## config.mk

```make
export PLATFORM = sky130hd
export DESIGN_NAME = pump_power_arbiter
export DESIGN_NICKNAME = d
export VERILOG_FILES = /design/src/rtl/pump_power_arbiter.sv
export SDC_FILE = /design/constraint.sdc
export NUM_CORES = 1
export LEC_CHECK = 0
export ABC_CLOCK_PERIOD_IN_PS = 2900
export BUFFER_PORTS_ARGS = -buffer_cell sky130_fd_sc_hd__buf_4
export CORE_MARGIN = 1
export CORE_UTILIZATION = 45
export DETAILED_ROUTE_END_ITERATION = 7
export PLACE_DENSITY = 0.62
export SYNTH_ARGS = -nofsm -noshare
export SYNTH_HDL_FRONTEND = slang
export SYNTH_SLANG_ARGS = --single-unit
```

## constraint.sdc

```tcl
create_clock -name Clock -period 2.9 [get_ports Clock]
set_input_delay 0 -clock Clock [delete_from_list [all_inputs] [get_ports Clock]]
set_output_delay 0 -clock Clock [all_outputs]
set_load 0.02 [all_outputs]
```

## src/rtl/pump_power_arbiter.sv

```systemverilog
// Pump power arbiter: one supply feed is shared between pumps B1 and B2, with
// mutual exclusion, a minimum on-time, dead time between pumps and a latched
// timeout fault. Define PUMP_PREEMPT_EN to enable quantum-based preemption.
//
// state | meaning
// IDLE  | both pumps off, sampling requests
// RUN1  | pump B1 granted
// RUN2  | pump B2 granted
// DEAD  | both pumps off for DEAD_TIME cycles after a release or a fault clear
// FAULT | timeout latched, waiting for ClearFault
module pump_power_arbiter #(
  parameter int unsigned MIN_ON    = 8,
  parameter int unsigned DEAD_TIME = 4,
  parameter int unsigned MAX_ON    = 64,
  parameter int unsigned QUANTUM   = 16,
  parameter int unsigned CNT_W     = 8
) (
  input  logic       Clock,
  input  logic       Reset,
  input  logic       Req1,
  input  logic       Req2,
  input  logic       ClearFault,
  output logic       Grant1,
  output logic       Grant2,
  output logic       Fault,
  output logic [1:0] FaultSrc,
  output logic       Busy
);

  typedef enum logic [2:0] {
    IDLE  = 3'd0,
    RUN1  = 3'd1,
    RUN2  = 3'd2,
    DEAD  = 3'd3,
    FAULT = 3'd4
  } state_t;

  localparam logic [CNT_W-1:0] MIN_ON_TC  = CNT_W'(MIN_ON - 1);
  localparam logic [CNT_W-1:0] MAX_ON_TC  = CNT_W'(MAX_ON - 1);
  localparam logic [CNT_W-1:0] DEAD_TC    = CNT_W'(DEAD_TIME - 1);
  localparam logic [CNT_W-1:0] CNT_SAT    = '1;
`ifdef PUMP_PREEMPT_EN
  localparam logic [CNT_W-1:0] QUANTUM_TC = CNT_W'(QUANTUM - 1);
`endif

  // Bad parameter sets are rejected at elaboration rather than misbehaving.
  if (QUANTUM < MIN_ON || MIN_ON < 1 || DEAD_TIME < 1 ||
      MAX_ON < MIN_ON || MAX_ON > (2 ** CNT_W) || DEAD_TIME > (2 ** CNT_W)) begin : g_param_check
    $error("pump_power_arbiter: inconsistent timing parameters");
  end

  state_t           state, state_nxt;
  logic [CNT_W-1:0] cnt, cnt_nxt, cnt_inc;
  logic             last_b2, last_b2_nxt;
  logic [1:0]       src, src_nxt;
  logic             run_req;
`ifdef PUMP_PREEMPT_EN
  logic             oth_req;
`endif

  always_ff @(posedge Clock or negedge Reset) begin
    if (!Reset) begin
      state   <= IDLE;
      cnt     <= '0;
      last_b2 <= 1'b1;
      src     <= 2'b00;
    end else begin
      state   <= state_nxt;
      cnt     <= cnt_nxt;
      last_b2 <= last_b2_nxt;
      src     <= src_nxt;
    end
  end

  assign cnt_inc = (cnt == CNT_SAT) ? cnt : cnt + 1'b1;
  assign run_req = (state == RUN1) ? Req1 : Req2;
`ifdef PUMP_PREEMPT_EN
  assign oth_req = (state == RUN1) ? Req2 : Req1;
`endif

  always_comb begin
    state_nxt   = state;
    cnt_nxt     = cnt;
    last_b2_nxt = last_b2;
    src_nxt     = src;
    case (state)
      IDLE: begin
        cnt_nxt = '0;
        if (Req1 && Req2)
          state_nxt = last_b2 ? RUN1 : RUN2;
        else if (Req1)
          state_nxt = RUN1;
        else if (Req2)
          state_nxt = RUN2;
      end
      RUN1, RUN2: begin
        cnt_nxt = cnt_inc;
        // Release outranks the timeout when both fall on the same cycle.
        if (!run_req && cnt >= MIN_ON_TC) begin
          state_nxt   = DEAD;
          cnt_nxt     = '0;
          last_b2_nxt = (state == RUN2);
        end
`ifdef PUMP_PREEMPT_EN
        else if (oth_req && cnt >= QUANTUM_TC) begin
          state_nxt   = DEAD;
          cnt_nxt     = '0;
          last_b2_nxt = (state == RUN2);
        end
`endif
        else if (run_req && cnt == MAX_ON_TC) begin
          state_nxt = FAULT;
          cnt_nxt   = '0;
          src_nxt   = (state == RUN1) ? 2'b01 : 2'b10;
        end
      end
      DEAD: begin
        cnt_nxt = cnt_inc;
        if (cnt >= DEAD_TC) begin
          state_nxt = IDLE;
          cnt_nxt   = '0;
        end
      end
      FAULT: begin
        if (ClearFault) begin
          state_nxt = DEAD;
          cnt_nxt   = '0;
          src_nxt   = 2'b00;
        end
      end
      default: begin
        state_nxt = IDLE;
        cnt_nxt   = '0;
      end
    endcase
  end

  // Every output decodes from the state register, so the grants can never overlap.
  assign Grant1   = (state == RUN1);
  assign Grant2   = (state == RUN2);
  assign Fault    = (state == FAULT);
  assign FaultSrc = src;
  assign Busy     = (state != IDLE);

endmodule
```

# Word level (Yosys, flattened, before mapping)
# Cells that the tools add are included.
# Widths: inputs -> output; s select.
[classes]
n_addsub = 1
magnitude_cmp = 2
n_eq_ne = 12
mux = 21
n_reduce_logical = 11
[ops]
columns = ["op", "count"]
rows = [
  ["$mux 8", 5],
  ["$pmux 8 s3", 1],
  ["$mux 3", 7],
  ["$pmux 3 s4", 1],
  ["$mux 2", 5],
  ["$add 8x1->8 const B", 1],
  ["$eq 8x6->1 const B", 1],
  ["$eq 8x8->1 const B", 1],
  ["$ge 8x2->1 const B", 1],
  ["$ge 8x3->1 const B", 1],
  ["$ne 2x2->1 const B", 4],
  ["$reduce_and 4->1", 2],
  ["$eq 3x2->1 const B", 2],
  ["$ne 4x4->1 const B", 1],
  ["$pmux 2 s2", 1],
  ["$eq 3x1->1 const B", 1],
  ["$eq 3x3->1 const B", 1],
  ["$logic_and 1x1->1", 3],
  ["$logic_not 3->1", 1],
  ["$ne 3x3->1 const B", 1],
  ["$reduce_bool 3->1", 1],
  ["$reduce_and 2->1", 1],
  ["$reduce_bool 2->1", 1],
  ["$reduce_or 2->1", 1],
  ["2 further kinds", 2],
]
[totals]
reg_bits = 14
in_bits = 5
out_inout_bits = 6

# Depth between registers and ports, before layout
# Gate-level depths: netlist (run 1).
[logic_depth]
word_depth = 6
depth_mapped = 7

# Least setup slack after synthesis (run 1)
# Ideal clock, no wire load.
[synth_path]
kind = "reg-to-reg"
from = "register state[2]"
to = "register state[1]"
setup_ns = 0.128
arrival_ns = 2.299
path_slack_ns = 0.473
stages_incl_launch_ff = 7
n_path_buf = 1
period_less_slack_ns = 2.427
path_cell_list = "dfrtp_1 clkbuf_1 nor3b_1 nor2b_1 a311oi_4 o31ai_1 mux2_1"
[synth_via]
elab_cells_between_ends = 17
cone_classes = "8 x eq/ne; 3 x mux; 6 x reduce/logical"
[synth_lines]
columns = ["element", "line", "source"]
rows = [
  ["start, declared", "52", "state_t state, state_nxt;"],
  ["start signal, assigned", "68", "state <= state_nxt;"],
  ["$eq 3x3->1 (*)", "-", ""],
  ["via Fault", "25", "output logic Fault,"],
  ["$ne 2x2->1 (no source line)", "-", ""],
  ["$reduce_and 4->1 (no source line)", "-", ""],
]
# Mark *: on every way through the listed nets, which the timed path passes. The rest lies on a longest branch.
# A chain may end at the register's enable or synchronous reset.

# Final worst setup path (run 1)
[layout_path]
from = "register state[0]"
to = "register state[0]"
[layout_via]
elab_chain_len = 6
elab_cells_between_ends = 17
cone_classes = "8 x eq/ne; 3 x mux; 6 x reduce/logical"
[layout_lines]
columns = ["element", "line", "source"]
rows = [
  ["$eq 3x1->1", "76, 86", ""],
  ["$mux 1", "76", "assign run_req = (state == RUN1) ? Req1 : Req2;"],
  ["$logic_not 1->1", "99", "if (!run_req && cnt >= MIN_ON_TC) begin"],
  ["$logic_and 1x1->1", "99", ""],
  ["$ne 3x3->1 (no source line) or $mux 3 (tied branches)", "-", ""],
  ["$reduce_and 4->1 (no source line) or $pmux 3 s4 (tied branches)", "-", ""],
]
# Several ways; a longest one is shown, not always the timed one.

==> impl_metrics.tcl, run 1 <==
set metrics [dict create \
    p_comb_frac 0.461 \
    dieArea_um2 2140 \
    p_int_mw 0.490 \
    numCtsBuffers 3 \
    crit_chain "nor3b_4 -> mux2i_1 -> or4b_4 -> a311oi_4 -> o31ai_1 -> mux2_1" \
    seq_area_um2 352 \
    crit_path_start "state[0]" \
    status "complete, no violations" \
    synth_cells 96 \
    dp.final_hpwl_mm 1.35 \
    met1_length_um 940 \
    synth-seq-cells 14 \
    rows 15 \
    antenna_cells 0 \
    r2r_cells 6 \
    finalSetupTns_ns 0 \
    critPathMaxStageDelay_ns 0.60 \
    r2r_slack_ns 0.31 \
    grt_overflow 0 \
    synth_edf_count 0 \
    io_buffers 10 \
    period_share 0.894 \
    wl_per_cell_um 13.8 \
    cp.arrival_ns 2.76 \
    yosysWarningCount 0 \
    yosysMostFrequentCell "dfrtp_1" \
    grt_setup_unrepaired "false" \
    cts_tree "built" \
    wl_met2_um 806 \
    critPathRequiredTime_ns 3.07 \
    yosys.area.top_type "dfrtp_1" \
    drt_drc_violations_left 0 \
    area_growth_pct 16.9 \
    synthDominantCellAreaShare 0.369 \
    yosysUniqueCellTypes 37 \
    r2r-start "state[0]" \
    whs_ns 0.0986 \
    synthArstFlopShare 1.00 \
    worstHoldPathType "input pin to asynchronous set/reset pin" \
    startpoint_type "register" \
    synthFlopType "dfrtp_1" \
    slew_headroom 0.599 \
    syn_area_um2 882 \
    root_buffer "clkbuf_4" \
    power_density_nw_per_um2 797 \
    place.gp.congestion 0.783 \
    drive_above_1_share 0.202 \
    p_leak_nw 0.473 \
    clock_latency_ns 0.28 \
    synthesis.nets 102 \
    slowest_stage "dfrtp_1" \
    dr.pass1.iters 4 \
    swShare 0.404 \
    clock_sinks 14 \
    core_um2 1780 \
    max_freq_mhz 386 \
    met3_length_um 71 \
    die_h_um 46.3 \
    synth_area_leaders "dfrtp_1 37%, nand2_1 4.7%, nor2_1 3.8%, and3_1 3.5%, o21ai_0 3.4%" \
    clockPowerShare 0.176 \
    fin_nets 116 \
    cts_max_path_buffers 2 \
    vias 760 \
    grt_pass1_wl_mm 3.04 \
    seq_power_share 0.364 \
    clk_pin_slew_ns 0.09 \
    setup_viol 0 \
    fin_crit_ns 2.59 \
    synth_top_cells_by_count "13 x dfrtp_1, 11 x nand2_1, 9 x nor2_1, 6 x o21ai_0, 5 x and3_1" \
    maxCapViolCount 0 \
    path_class "register to register" \
    grt_max_degree 15 \
    clock_skew_ns 0.00280 \
    ys_seq_area_frac 0.399 \
    first_iter_violations 15 \
    syn_avg_cell_area_um2 9.19 \
    initial_core_util 0.495 \
    worstSetupEndpoint "state[0]" \
    critPathMaxFanout 14 \
    grt_pass1_vias 660 \
    n_fill_cell 171 \
    p_switching_mw 0.332 \
    pin_count 11 \
    multi_input_comb_area_um2 508 \
    final_hold_viol_count 0 \
    vias_per_cell 5.67 \
    top_layer_used "met4" \
    final_util 0.578 \
    ant_nets 0 \
    wl_mm 1.85 \
    peakVddDrop_mv 0.480 \
    grt_antenna_before_repair 0 \
    die_width_um 46.3 \
    r2r_end "state[0]" \
    crit_path_end_kind "register" \
    track_usage 0.204 \
    tightest_slew_ns 0.600 \
    htreeDepth 1 \
    slew_viol_final 0 \
]
logic make-up after synthesis:
group	after synthesis	share of synthesized area
fa+ha+maj	1	0.0142
simple gates	44	0.282
flops	14	0.399
compound gates	24	0.203
buf+inv	6	0.0255
mux	3	0.0369
xor+xnor	4	0.0397
sequential cells by signal, indices dropped and copies added, names as in the netlist:
| register | flops |
|---|---|
| state | 3 |
| last_b2 | 1 |
| cnt | 8 |
| FaultSrc | 2 |
repair_timing:
action                                 CTS  global route
hold buffers                             1             0
endpoints found under the hold margin   14             0
gates resized for setup                  0             0
setup buffers                            0             0
critical path, delay by kind of cell (launching register included):
kind               cells  cell delay, ns
and+or+nand+nor        2            0.84
DFF                    1            0.60
AOI/OAI and AO/OA      2            0.53
muxes                  2            0.51
layer usage:
metal  up-vias  track usage
met1       355        0.293
met4         0       0.0588
li1        382            -
met3         4       0.0706
met5         -            0
met2        19        0.287
area by class of cell:
class / count / area share
clock buffers: 4 / 0.0352
inverters: 3 / 0.0109
multi-input cells: 76 / 0.493
well taps: 25 / 0.0303
repair buffers: 12 / 0.0898
flip-flops and latches: 14 / 0.341
cell usage in the layout (no fill, tap or decap), types with 3 or more instances in the layout:
master	synthesis	routed
o31ai_1	3	3
nand3_1	3	3
buf_4	0	11
xor2_1	3	3
nand2_1	11	11
and3_1	5	5
dfrtp_1	13	13
clkbuf_4	0	3
o21ai_0	6	6
a21oi_1	3	3
nor2_1	9	9
inv_1	3	3
stage by stage:
stage	worst slack (ns)	area (um^2)	total power [mW]	std cells
floorplan	0.473	882	0.567	96
global placement	0.355	985	0.675	129
detailed placement	0.320	985	0.679	129
CTS	0.294	1030	0.826	134
global route	0.171	1030	0.875	134
finish	0.307	1030	0.822	134
power groups by stage:
| stage | Clock, mW | Sequential [mW] | Combinational, mW |
|---|---|---|---|
| finish | 0.144 | 0.299 | 0.379 |
| detailed placement | 0 | 0.302 | 0.377 |
| global placement | 0 | 0.301 | 0.374 |
| CTS | 0.147 | 0.299 | 0.381 |
| floorplan | 0 | 0.257 | 0.310 |
| global route | 0.153 | 0.308 | 0.414 |
worst min-delay path by stage:
stage | start | endpoint | slack [ns] | cells past startpoint
detailed placement | Reset | cnt[7] | -0.14 | 1
floorplan | Reset | FaultSrc[0] | -0.30 | 0
finish | Reset | cnt[7] | 0.1 | 2
global route | Reset | cnt[7] | 0.12 | 2
CTS | Reset | cnt[1] | 0.1 | 2
global placement | Reset | cnt[7] | -0.14 | 1
Power figures use the tool's default switching activity.
==> inputs of run 2 (changes only) <==
--- a/config.mk
+++ b/config.mk
@@ -5,6 +5,7 @@
 export SDC_FILE = /design/constraint.sdc
 export NUM_CORES = 1
 export LEC_CHECK = 0
+export ABC_AREA = 1
 export ABC_CLOCK_PERIOD_IN_PS = 2900
 export BUFFER_PORTS_ARGS = -buffer_cell sky130_fd_sc_hd__buf_4
 export CORE_MARGIN = 1
==> run 2 against run 1 <==
  * Combinational power up 49%
  * Routed wire length up 14%
  * Non-clock buffer count down 1
  * Clock skew down 0.0014 ns
  * Utilization down 3.3 points
  * Global-route usage down 0.37 points
  * Register-to-register slack better by 1.1 ns
  * Synthesized area up 21%
  * Final cell count up 33%
  * Worst hold slack worse by 0.025 ns
  * Critical path depth up 4
  * Via count up 20%
  * Critical path type unchanged
==> impl_metrics.tcl, run 2 <==
set metrics [dict create \
    place.gp.congestion 0.816 \
    yosysWarningCount 0 \
    p_comb_frac 0.585 \
    synth_cells 135 \
    grt_pass1_wl_mm 3.75 \
    cts_tree "built" \
    crit_buf_inv 1 \
    yosys.area.top_type "dfrtp_1" \
    drt_drc_violations_left 0 \
    crit_family "simple AND/OR/NAND/NOR gates" \
    placed_area_um2 1180 \
    finalSetupTns_ns 0 \
    pre_cts_ws_ns 1.37 \
    crit_path_end_kind "register" \
    htreeDepth 1 \
    ant_nets 0 \
    synth_edf_count 0 \
    grt_max_degree 15 \
    setup_viol 0 \
    clk_pin_slew_ns 0.09 \
    grt_setup_unrepaired "false" \
    final_util 0.545 \
    path_class "register to register" \
    synthFlopType "dfrtp_1" \
    grt_pass1_vias 844 \
    root_buffer "clkbuf_4" \
    drive_above_1_share 0.313 \
    die_width_um 50.8 \
    clock_skew_ns 0.00141 \
    dieArea_um2 2580 \
    worstHoldPathType "input pin to register" \
    yosysUniqueCellTypes 27 \
    power_density_nw_per_um2 790 \
    wl_per_cell_um 11.8 \
    final_cell_mix "30 x nand2_1, 15 x inv_1, 13 x dfrtp_1" \
    dr.pass1.iters 4 \
    synthesis.nets 141 \
    p_switching_mw 0.471 \
    swShare 0.490 \
    synth-seq-cells 14 \
    syn_avg_cell_area_um2 7.93 \
    critPathRequiredTime_ns 3.13 \
    post_cts_buffers 0 \
    stdcell_count 178 \
    p_int_mw 0.491 \
    dp_cells 173 \
    syn_area_um2 1070 \
    critPathMaxStageDelay_ns 0.41 \
    tightest_slew_ns 0.264 \
    numCtsBuffers 3 \
    design_area_um2 1220 \
    synthArstFlopShare 1.00 \
    slew_viol_final 0 \
    setup_slack_ns 1.36 \
    fin_nets 157 \
    wl_mm 2.11 \
    total_power_mw 0.962 \
    antenna_cells 0 \
    pin_count 11 \
    yosysMostFrequentCell "nand2_1" \
    synth_top_cells_by_count "30 x nand2_1, 15 x inv_1, 13 x dfrtp_1, 12 x nand3_1, 9 x nor2_1" \
    vias 909 \
    critPathMaxFanout 5 \
    grt_antenna_before_repair 0 \
    first_iter_violations 19 \
    dp.final_hpwl_mm 1.71 \
    core_um2 2230 \
    crit_chain "ha_1 -> nand2_2 -> inv_1 -> nor2_1 -> nand2_2 -> nand2_4 -> nand3_4 -> nand2_4 -> nand2_1 -> o21ai_1" \
    clockPowerShare 0.128 \
    cts_max_path_buffers 2 \
    peakVddDrop_mv 0.509 \
    largest_reg_flops 8 \
    synth_area_leaders "dfrtp_1 30%, nand2_1 11%, nand3_1 5.6%, inv_1 5.3%, nand2_4 5.3%" \
    whs_ns 0.0741 \
    max_freq_mhz 649 \
    slowest_stage "dfrtp_1" \
    clock_sinks 14 \
    io_buffers 10 \
    final_common_cell "nand2_1" \
    area_growth_pct 13.7 \
    p_leak_nw 0.611 \
    slew_headroom 0.824 \
    grt_overflow 0 \
    seq_power_share 0.287 \
    regMostFlops "cnt" \
    initial_core_util 0.480 \
    period_share 0.532 \
    clock_latency_ns 0.29 \
    startpoint_type "register" \
    vias_per_cell 5.11 \
    fin_crit_ns 1.54 \
    ys_seq_area_frac 0.328 \
    cp.arrival_ns 1.77 \
    rows 17 \
    die_h_um 50.8 \
    synthDominantCellAreaShare 0.304 \
    track_usage 0.200 \
    final_hold_viol_count 0 \
    maxCapViolCount 0 \
    status "complete, no violations" \
]
run 2: cell types whose count changed after synthesis, sizes merged, moves of 4 or more:
cell / delta
nand2: +29
inv: +18
nand3: +12
nor2: +11
and3: -5
nand4: +4
run 2: layout make-up:
| type | instances | area, um^2 |
|---|---|---|
| flip-flops and latches | 14 | 352 |
| inverters | 21 | 83.8 |
| clock buffers | 4 | 26.3 |
| multi-input cells | 100 | 636 |
| repair buffers | 11 | 85.1 |
| well taps | 28 | 35.0 |
| fillers | 222 | 1020 |
run 2: power groups by stage:
stage / Clock, mW / Combinational, mW / Sequential [mW]
CTS: 0.127 / 0.570 / 0.276
floorplan: 0 / 0.423 / 0.286
global route: 0.137 / 0.626 / 0.282
detailed placement: 0 / 0.566 / 0.279
global placement: 0 / 0.560 / 0.278
finish: 0.123 / 0.563 / 0.276
run 2: worst paths after layout:
path	start	endpoint	slack [ns]	cells after the start
worst max-delay path	cnt[0]	cnt[7]	1.36	10
worst min-delay path	ClearFault	state[2]	0.07	4
worst max register to register	cnt[0]	cnt[7]	1.36	10
worst min register to register	FaultSrc[0]	FaultSrc[0]	0.49	2
max in group asynchronous	Reset	last_b2	2.58	2
min in group asynchronous	Reset	cnt[6]	0.08	2
run 2: kinds of logic (layout without fill, tap and decap cells):
kind of cell	Yosys count	after routing	synth area share
simple gates	84	84	0.484
buf+inv	21	36	0.0783
flops	14	14	0.328
compound gates	9	9	0.0479
xor+xnor	5	5	0.0409
fa+ha+maj	1	1	0.0117
mux	1	1	0.00935
run 2: worst min-delay path: cells and delay by family:
kind	cells	cell delay, ns
buf+inv	2	0.15
simple gates	2	0.19
run 2: metal layers:
metal / global-route usage / part of all wire
met1: 0.275 / 0.50
met2: 0.293 / 0.43
met3: 0.0303 / 0.046
met4: 0.120 / 0.017
met5: 0 / 0
run 2: repair_timing:
| action | CTS | global route |
|---|---|---|
| endpoints found under the hold margin | 14 | 0 |
| resized for setup | 0 | 0 |
| hold buffers | 1 | 0 |
==> inputs of run 3 (changes only) <==
--- a/config.mk
+++ b/config.mk
@@ -6,12 +6,12 @@
 export NUM_CORES = 1
 export LEC_CHECK = 0
 export ABC_AREA = 1
-export ABC_CLOCK_PERIOD_IN_PS = 2900
+export ABC_CLOCK_PERIOD_IN_PS = 1300
 export BUFFER_PORTS_ARGS = -buffer_cell sky130_fd_sc_hd__buf_4
 export CORE_MARGIN = 1
 export CORE_UTILIZATION = 45
 export DETAILED_ROUTE_END_ITERATION = 7
-export PLACE_DENSITY = 0.62
+export PLACE_DENSITY = 0.64
 export SYNTH_ARGS = -nofsm -noshare
 export SYNTH_HDL_FRONTEND = slang
 export SYNTH_SLANG_ARGS = --single-unit
==> constraint.sdc (replaced) <==
create_clock -name Clock -period 1.3 [get_ports Clock]
set_input_delay 0 -clock Clock [delete_from_list [all_inputs] [get_ports Clock]]
set_output_delay 0 -clock Clock [all_outputs]
set_load 0.02 [all_outputs]
==> run 3 against run 2 <==
  * The flow now finishes with violations (negative setup slack)
  * Utilization is 20 points higher
  * Final cell count up 21%
  * Clock skew is 0.0012 ns higher
  * Clock power increased by 120%
  * Largest power group unchanged
==> impl_metrics.tcl, run 3 (same netlist as run 2, synthesis figures left out) <==
set metrics [dict create \
    status "finished with violations" \
    violations "negative setup slack" \
    grt_overflow 0 \
    worstHoldPathType "input pin to asynchronous set/reset pin" \
    clock_skew_ns 0.00263 \
    dr.pass1.iters 4 \
    critPathRequiredTime_ns 1.48 \
    clock_sinks 14 \
    seq_power_share 0.210 \
    startpoint_type "register" \
    area_growth_pct 56.2 \
    r2r_slack_ns -0.16 \
    dp.final_hpwl_mm 1.84 \
    largest_reg_flops 8 \
    grt_pass1_wl_mm 4.42 \
    vias_per_cell 4.91 \
    fin_nets 195 \
    tightest_slew_ns 0.222 \
    swShare 0.452 \
    io_buffers 10 \
    slew_viol_final 0 \
    initial_core_util 0.480 \
    root_buffer "clkbuf_4" \
    finalSetupTns_ns -1.57 \
    cts_max_path_buffers 2 \
    grt_pass1_vias 1046 \
    peakVddDrop_mv 1.17 \
    die_h_um 50.8 \
    final_util 0.749 \
    final_common_cell "buf_4" \
    grt_antenna_before_repair 0 \
    pin_count 11 \
    vias 1060 \
    final_cell_mix "36 x buf_4, 28 x nand2_1, 13 x dfrtp_1" \
    wl_mm 2.68 \
    drt_drc_violations_left 0 \
    clk_pin_slew_ns 0.09 \
    setup_slack_ns -0.160 \
    path_class "register to register" \
    wl_per_cell_um 12.4 \
    crit_path_end_kind "register" \
    grt_max_degree 15 \
    fin_crit_ns 1.46 \
    htreeDepth 1 \
    power_density_nw_per_um2 1690 \
    period_share 1.12 \
    track_usage 0.230 \
    cts_tree "built" \
    dieArea_um2 2580 \
    max_freq_mhz 685 \
    core_um2 2230 \
    p_switching_mw 1.27 \
    clock_latency_ns 0.29 \
    p_int_mw 1.55 \
    critPathMaxFanout 4 \
    slew_headroom 0.849 \
    grt_setup_unrepaired "true" \
    cp.arrival_ns 1.64 \
    die_width_um 50.8 \
    numCtsBuffers 3 \
    p_comb_frac 0.693 \
    final_hold_viol_count 0 \
    first_iter_violations 9 \
    regMostFlops "cnt" \
    whs_ns 0.0982 \
    maxCapViolCount 0 \
    ant_nets 0 \
    drive_above_1_share 0.564 \
    clockPowerShare 0.097 \
    antenna_cells 0 \
    total_power_mw 2.82 \
    setup_viol 14 \
    place.gp.congestion 0.891 \
    p_leak_nw 0.875 \
    rows 17 \
]
## run 3: changes by cell type in the layout (fill, tap and decap cells not counted), sizes merged
cell,before,now
buf,10,48
## run 3: layer usage
layer	wire [um]	track usage	share of wire
met5	0	0	0
met1	1190	0.287	0.44
met3	58	0.0242	0.022
met2	1350	0.391	0.51
met4	76	0.111	0.028
## run 3: timing repair
item                                    CTS  global route
hold endpoints to repair                 14             0
pin swaps                                14            14
endpoints found under the setup margin   18            17
setup buffers                             9             6
hold buffers                              1             0
gates resized for setup                  21            29
## run 3: layout make-up
type / instances / area [um^2]
fillers: 163 / 561
well taps: 28 / 35.0
flip-flops and latches: 14 / 352
multi-input cells: 100 / 753
clock buffers: 4 / 26.3
inverters: 21 / 91.3
repair buffers: 49 / 415
## run 3: path summary, 6_finish.rpt
check,startpoint,to,cells past startpoint
max reg2reg,cnt[0],cnt[1],8
min,Reset,FaultSrc[0],2
min reg2reg,last_b2,last_b2,2
max,cnt[0],cnt[1],8
min in group Clock,ClearFault,cnt[2],6
max in group asynchronous,Reset,last_b2,2
## run 3: through the flow
stage	cell area, um^2	instances	setup WS, ns
floorplan	1070	135	-0.0974
global placement	1380	199	-0.157
detailed placement	1380	199	-0.187
CTS	1540	211	-0.123
global route	1670	216	-0.244
finish	1670	216	-0.160
## run 3: power groups by stage
stage,clock network (mW),registers (mW),logic (mW)
after global routing,0.309,0.601,2.14
after CTS,0.275,0.587,1.67
final,0.274,0.591,1.96
after detailed placement,0,0.607,1.53
after floorplan,0,0.638,0.963
after global placement,0,0.602,1.51
## run 3: worst max-delay path: stages, from the launching register on
cell	delay, ns
dfrtp_1	0.40
ha_4	0.17
nand2_4	0.06
nor2_4	0.09
buf_4	0.13
nand2_4	0.07
nand2_4	0.10
mux2i_2	0.27
nor2_4	0.06
